**config.mk**
```make
export PLATFORM = sky130hd
export DESIGN_NAME = ddr3_write_burst8
export DESIGN_NICKNAME = d
export VERILOG_FILES = /design/src/rtl/ddr3_write_burst8.sv
export SDC_FILE = /design/constraint.sdc
export NUM_CORES = 1
export LEC_CHECK = 0
export ABC_AREA = 1
export ABC_CLOCK_PERIOD_IN_PS = 5760
export BUFFER_PORTS_ARGS = -buffer_cell sky130_fd_sc_hd__buf_2
export CAP_MARGIN = 20
export CORE_AREA = 2 2 139 141
export DETAILED_ROUTE_END_ITERATION = 16
export DIE_AREA = 0 0 141 143
export GPL_TIMING_DRIVEN = 0
export PLACE_DENSITY = 0.73
export RECOVER_POWER = 100
export REMOVE_ABC_BUFFERS = 1
export SLEW_MARGIN = 20
export SYNTH_ARGS = -nofsm -noshare
export SYNTH_HDL_FRONTEND = slang
export SYNTH_SLANG_ARGS = --single-unit
```
**constraint.sdc**
```tcl
create_clock -name clk -period 5.76 [get_ports clk]
set_input_delay 0.288 -clock clk [delete_from_list [all_inputs] [get_ports clk]]
set_output_delay 0.288 -clock clk [all_outputs]
set_load 0.01 [all_outputs]
```
**src/rtl/ddr3_write_burst8.sv**
```systemverilog
// DDR3 write burst-of-8 launcher: indexed load buffer, write latency wait,
// DQS preamble, 8 DQ beats with toggling DQS, postamble.
module ddr3_write_burst8 #(
   parameter int WL = 10,
   parameter int DW = 16
) (
   input  logic              clk,
   input  logic              reset,
   input  logic              load_en,
   input  logic [2:0]        load_ptr,
   input  logic [DW-1:0]     load_data,
   input  logic [DW/8-1:0]   load_mask,
   output logic              load_ready,
   input  logic              start,
   output logic              busy,
   output logic              done,
   output logic [DW-1:0]     dq_out,
   output logic [DW/8-1:0]   dm_out,
   output logic              dq_oe,
   output logic              dqs_out,
   output logic              dqs_oe
);

   localparam int MW = DW / 8;

   localparam logic [2:0] S_IDLE  = 3'd0;
   localparam logic [2:0] S_WAIT  = 3'd1;
   localparam logic [2:0] S_PRE   = 3'd2;
   localparam logic [2:0] S_BURST = 3'd3;
   localparam logic [2:0] S_POST  = 3'd4;

   // WAIT length; zero means start goes straight to preamble
   localparam logic [5:0] LAT0 = 6'(WL - 3);

   logic [2:0]    state;
   logic [2:0]    beat;
   logic [2:0]    beat_nx;
   logic [5:0]    lat;
   logic [DW-1:0] r [8];
   logic [MW-1:0] m [8];

   assign beat_nx    = beat + 3'd1;
   assign load_ready = ~busy;

   // Burst buffer: writable only while no burst is in flight
   always_ff @(posedge clk or posedge reset) begin
      if (reset) begin
         for (int i = 0; i < 8; i++) begin
            r[i] <= '0;
            m[i] <= '0;
         end
      end else if (load_en && !busy) begin
         r[load_ptr] <= load_data;
         m[load_ptr] <= load_mask;
      end
   end

   // Sequencer: outputs are registered alongside the state they belong to
   always_ff @(posedge clk or posedge reset) begin
      if (reset) begin
         state   <= S_IDLE;
         beat    <= 3'd0;
         lat     <= 6'd0;
         busy    <= 1'b0;
         done    <= 1'b0;
         dq_out  <= '0;
         dm_out  <= '0;
         dq_oe   <= 1'b0;
         dqs_out <= 1'b0;
         dqs_oe  <= 1'b0;
      end else begin
         case (state)
            S_IDLE: begin
               if (start) begin
                  busy <= 1'b1;
                  if (LAT0 == 6'd0) begin
                     state  <= S_PRE;
                     lat    <= 6'd1;
                     dqs_oe <= 1'b1;
                  end else begin
                     state <= S_WAIT;
                     lat   <= LAT0;
                  end
               end
            end
            S_WAIT: begin
               if (lat == 6'd1) begin
                  state  <= S_PRE;
                  lat    <= 6'd1;
                  dqs_oe <= 1'b1;
               end else begin
                  lat <= lat - 6'd1;
               end
            end
            S_PRE: begin
               if (lat == 6'd0) begin
                  state   <= S_BURST;
                  dq_oe   <= 1'b1;
                  dq_out  <= r[beat];
                  dm_out  <= m[beat];
                  dqs_out <= ~beat[0];
               end else begin
                  lat <= lat - 6'd1;
               end
            end
            S_BURST: begin
               beat <= beat_nx;
               if (beat == 3'd7) begin
                  state   <= S_POST;
                  dq_oe   <= 1'b0;
                  dq_out  <= '0;
                  dm_out  <= '0;
                  dqs_out <= 1'b0;
                  done    <= 1'b1;
               end else begin
                  dq_out  <= r[beat_nx];
                  dm_out  <= m[beat_nx];
                  dqs_out <= beat[0];
               end
            end
            S_POST: begin
               state  <= S_IDLE;
               busy   <= 1'b0;
               done   <= 1'b0;
               dqs_oe <= 1'b0;
            end
            default: begin
               state   <= S_IDLE;
               beat    <= 3'd0;
               lat     <= 6'd0;
               busy    <= 1'b0;
               done    <= 1'b0;
               dq_out  <= '0;
               dm_out  <= '0;
               dq_oe   <= 1'b0;
               dqs_out <= 1'b0;
               dqs_oe  <= 1'b0;
            end
         endcase
      end
   end

endmodule

```
### Word-level counts from Yosys, hierarchy flattened

Index checks and enable logic that the tools add are counted.

* register bits: 179
* latch bits: 0
* memory bits (writable): 0
* memory bits (read-only): 0
* memories: 0

* add/sub/neg operators: 2
* multipliers: 0
* div/mod/pow operators: 0
* magnitude comparators: 4
* eq/ne operators: 11
* shifts and indexed selects: 0
* muxes and demuxes: 46
* bitwise operators: 10
* reduce and logical (&&, ||, !) cells: 18

Operators with widths (number)
* $bwmux 128: 1
* $mux 16: 7
* $bmux 16 s3: 2
* $demux 16 s3: 1
* $pmux 16 s3: 1
* $pmux 6 s4: 1
* $mux 6: 3
* $bwmux 16: 1
* $mux 2: 7
* $bmux 2 s3: 2
* $ge 4x4->1 const B: 3
* $mux 3: 4
* $not 3->4: 3
* $pmux 3 s4: 1
* $reduce_or 3->1: 4
* $ne 2x2->1 const B: 5
* $reduce_and 2->1: 4
* $mux 1: 7
* $not 1->1: 7
* $demux 2 s3: 1
* $eq 3x2->1 const B: 2
* $eq 3x3->1 const B: 2
* $eq 6x1->1 const B: 1
* $logic_not 6->1: 1
* 15 further kinds: 20

### Depth between registers and ports, before layout

* depth after elaboration: 7
* mapped depth: 10

### Worst setup path after synthesis

OpenSTA, ideal clock, no wires.

* path type: reg-to-reg
* start: reg beat[0]
* end: reg dm_out[0]
* setup time: 116 ps
* arrival time: 1697 ps
* required time: 5644 ps
* slack: 3947 ps
* cell stages (with the launch flop): 11
* clock period less this slack: 1813 ps
* cell sequence: dfrtp_1 ha_1 ha_1 buf_4 clkinv_1 clkbuf_1 nand3_1 nand3_1 nand2_1 nand2_1 nand2_1

* word-level cells in the longest chain between the ends: 7

Ends and longest elaborated chain
* start: declaration: RTL line 36 `logic [2:0] beat;`
* start signal: assignment: RTL line 107 `beat <= beat_nx;`
* $add 3x1->3: RTL line 42 `assign beat_nx = beat + 3'd1;`
* $not 3->4 (not written as such): RTL line 117 `dm_out <= m[beat_nx];`
* $bmux 2 s3: RTL line 117
* $mux 2 (not written as such) (2 in a row): RTL line 117
* $mux 2: RTL line 108 `if (beat == 3'd7) begin`
* $pmux 2 s3 (*): RTL line 72 `case (state)`
* end signal: assignment: RTL line 100 `dm_out <= m[beat];`
* end signal: assignment: RTL line 117
* end: declaration: RTL line 18 `output logic [DW/8-1:0] dm_out,`

Mark *: on every way between the ends. The rest lies on a longest branch, timed or not. The select of a mux whose other input is x is not followed.
A chain may end at the register's enable or synchronous reset.

### Final worst setup path

* start: reg beat[0]
* end: reg dq_out[0]

* word-level cells in the longest chain between the ends: 7

Ends and longest elaborated chain
* $add 3x1->3: RTL line 42
* $not 3->4 (not written as such): RTL line 116 `dq_out <= r[beat_nx];`
* $bmux 16 s3: RTL line 116
* $mux 16 (not written as such) (2 in a row): RTL line 116
* $mux 16: RTL line 108
* $pmux 16 s3 (*): RTL line 72
* end signal: assignment: RTL line 99 `dq_out <= r[beat];`
* end signal: assignment: RTL line 116
* end: declaration: RTL line 17 `output logic [DW-1:0] dq_out,`

Marks and branches as above.

==> out/qor.yml <==
status:
  status: "finished, violations left"
  violations: "max-capacitance violations, max-slew violations"
placement:
  dp.final_hpwl_microns: 15300
  post-place-ws_ns: 1.867
  portBuffers: 48
  gp_congestion: 0.7653
  placed_cells: 1669
worst_setup_path:
  worstPathRequired_ns: 6.13
  critPathLaunchType: "flop"
  r2r_slack_ns: 1.26
  crit_fanout: 49
  cp-end-kind: "flop"
  r2r-start: "beat[0]"
  arrival_ns: 4.87
  worstSetupPathType: "reg -> reg"
  crit_end: "dq_out[0]"
  r2r_cells: 9
  rr_endpoint: "dq_out[0]"
  startpoint: "beat[0]"
pwr:
  cellLeakagePower_uw: 0.005521
  p_sw_uw: 2407
  p_total_uw: 5394
  swShare: 0.4463
  peakVddDrop_mv: 0.3923
  pwr-share-seq: 0.303
  powerDensity_nw_per_um2: 494.3
  p_clk_frac: 0.227
  p_comb_frac: 0.469
  p_int_uw: 2987
route:
  viasPerCell: 5.468
  first_iter_violations: 857
  routedWlPerCell_microns: 15.49
  vias: 9307
  routed_wl_microns: 26360
  drc_errors: 0
  drt_pass1_iterations: 6
  antenna_left: 0
yosys:
  ys_seq_area_frac: 0.4378
  yosys.cell_count.top_type: "nand2_1"
  async_flop_share: 1.000
  yosysWarnings: 0
  post_synth.cell_area_avg_sq_um: 7.003
  synth_cell_types: 31
  synth-edff-count: 0
  yosysTopAreaCellShare: 0.4378
  ys_top_cells_by_area: "dfrtp_1 44%, nand2_1 20%, nand3_1 13%, inv_1 6.7%, o21ai_0 6.2%"
  synth-main-ff-cell: "dfrtp_1"
  syn_inst: 1461
  synth_common_cells: "545 x nand2_1, 260 x nand3_1, 183 x inv_1, 179 x dfrtp_1, 127 x o21ai_0"
  syn_area_sq_um: 10230
  yosys.area.top_type: "dfrtp_1"
  ys_seq_elements: 179
sta:
  finalSetupViolations: 0
  rsz0062_at_grt: "no"
  worst_pin_slew_ns: 3.921
  clock_skew_ns: 0.01213
  drv_slew: 259
  finalCriticalPeriod_ns: 4.504
  fin_ws_ns: 1.256
  hold_ws_ns: 0.08375
  fmax_mhz: 222.0
  fin_crit_sh: 0.7820
  finalHoldViolCount: 0
  maxSlewHeadroom: -1.628
run:
  max_cap_viol_count: 6
min_path:
  hold_class: "in -> reg"
global_route:
  grt-ovfl-total: 0
  grt_pass1_vias: 8597
  grtUsageTotal: 0.2710
  grt_pass1_wl_microns: 43100
  antenna_found_initial: 0
  grt_max_degree: 94
cts:
  clock_sinks: 179
  cts.htree.levels: 4
  cts_buffers: 17
  clkTransAtPathRegs_ns: 0.07
  clockBufferDepth: 2
  cts_root_buffer: "clkbuf_16"
  cts_tree: "built"
  clk_latency_ns: 0.44
  post_cts_buffers: 0
layout:
  final_cells: 1702
  fin_nets: 1485
  areaGrowthSynthToFinish_pct: 6.653
  final_layout_size_suffix_gt1_frac: 0.05313
  antenna_cells: 0
die:
  dieArea_sq_um: 20160
  die_width_microns: 141
  io_pins: 49
  start_util: 0.5506
  core_area_sq_um: 18580
  rows: 50
  fp.dieH_microns: 143
## layout by cell type, fill, tap and decap left out, types with 4 or more instances in the layout
cell and count:
nand2_1 548, nand3_1 264, inv_1 183, dfrtp_1 178, o21ai_0 147, clkbuf_1 30, buf_2 24, nor2_1 17
clkbuf_16 17, o21ai_2 5, ha_1 5, clkinv_1 4
## critical path, stage by stage (launching register included)
cell	delay [ns]
dfrtp_1	1.11
buf_12	0.31
ha_1	0.20
ha_1	0.84
clkinv_1	1.14
nand3_1	0.36
nand3_1	0.11
nand2_1	0.16
nand2_1	0.08
nand2_1	0.10
## state kept, by name, indices dropped and copies added (netlist names)
register / count
dq_oe: 1
dqs_oe: 1
m: 16
busy: 1
dqs_out: 1
lat: 6
dm_out: 2
r: 128
dq_out: 16
done: 1
beat: 3
state: 3
## cells by family (layout without fill, tap and decap cells)
group                      count (synthesis)  in the layout  share of synthesized area
xor gates and xnor gates                   1              1                  0.0008562
and+or+nand+nor                          839            839                     0.3499
AOI/OAI and AO/OA                        159            159                    0.08903
DFF                                      179            179                     0.4378
buffers and inverters                    278            285                     0.1163
adders and majority gates                  5              5                   0.006115
## metrics by stage
stage | utilization | setup TNS, ns | instance area (sq um)
floorplan | - | -2.717 | 9768
global placement | 0.5544 | -330.43 | 10300
detailed placement | 0.5680 | 0 | 10550
CTS | 0.6020 | 0 | 11180
global route | 0.5873 | 0 | 10910
finish | 0.5873 | 0 | 10910
## worst min path at each step
stage / slack, ns / cells past startpoint / startpoint / endpoint
6_report: 0.08 / 3 / load_mask[0] / m[8]
2_1_floorplan: 0.41 / 2 / load_mask[1] / m[5]
3_5_place_dp: 0.43 / 2 / reset / dm_out[1]
3_3_place_gp: 0.46 / 2 / dq_out[11] / dq_out[11]
5_1_grt: 0.09 / 3 / load_data[8] / r[40]
4_1_cts: 0.08 / 3 / load_data[4] / r[36]
## layout make-up
| cell class | count | area [sq um] |
|---|---|---|
| Clock buffer | 21 | 470.5 |
| Clock inverter | 11 | 150.1 |
| Fill cell | 1793 | 7669 |
| Inverter | 193 | 732.0 |
| Multi-Input combinational cell | 1004 | 4404 |
| Sequential cell | 179 | 4481 |
| Tap cell | 234 | 292.8 |
| Timing Repair Buffer | 60 | 381.6 |
## power by group through the flow
stage	Combinational (uW)	Sequential, uW	Clock [uW]
6_report	2530	1640	1230
5_1_grt	2840	1660	1290
4_1_cts	2540	1630	1240
3_5_place_dp	2530	1660	0
3_3_place_gp	2430	1770	0
2_1_floorplan	1780	1700	0
## metal layers
metal,wire [microns],vias to the layer above,share of wire,track usage
li1,-,4579,-,-
met1,11450,4308,0.43,0.3518
met5,0,-,0,0
met2,12390,352,0.47,0.4531
met4,753,0,0.029,0.1016
met3,1767,68,0.067,0.05298
## what timing repair did
action / in CTS / in global routing
endpoints found under the hold margin: 86 / 0
gates resized for setup: 0 / 0
hold buffers: 1 / 0
(Power assumes the default switching activity.)
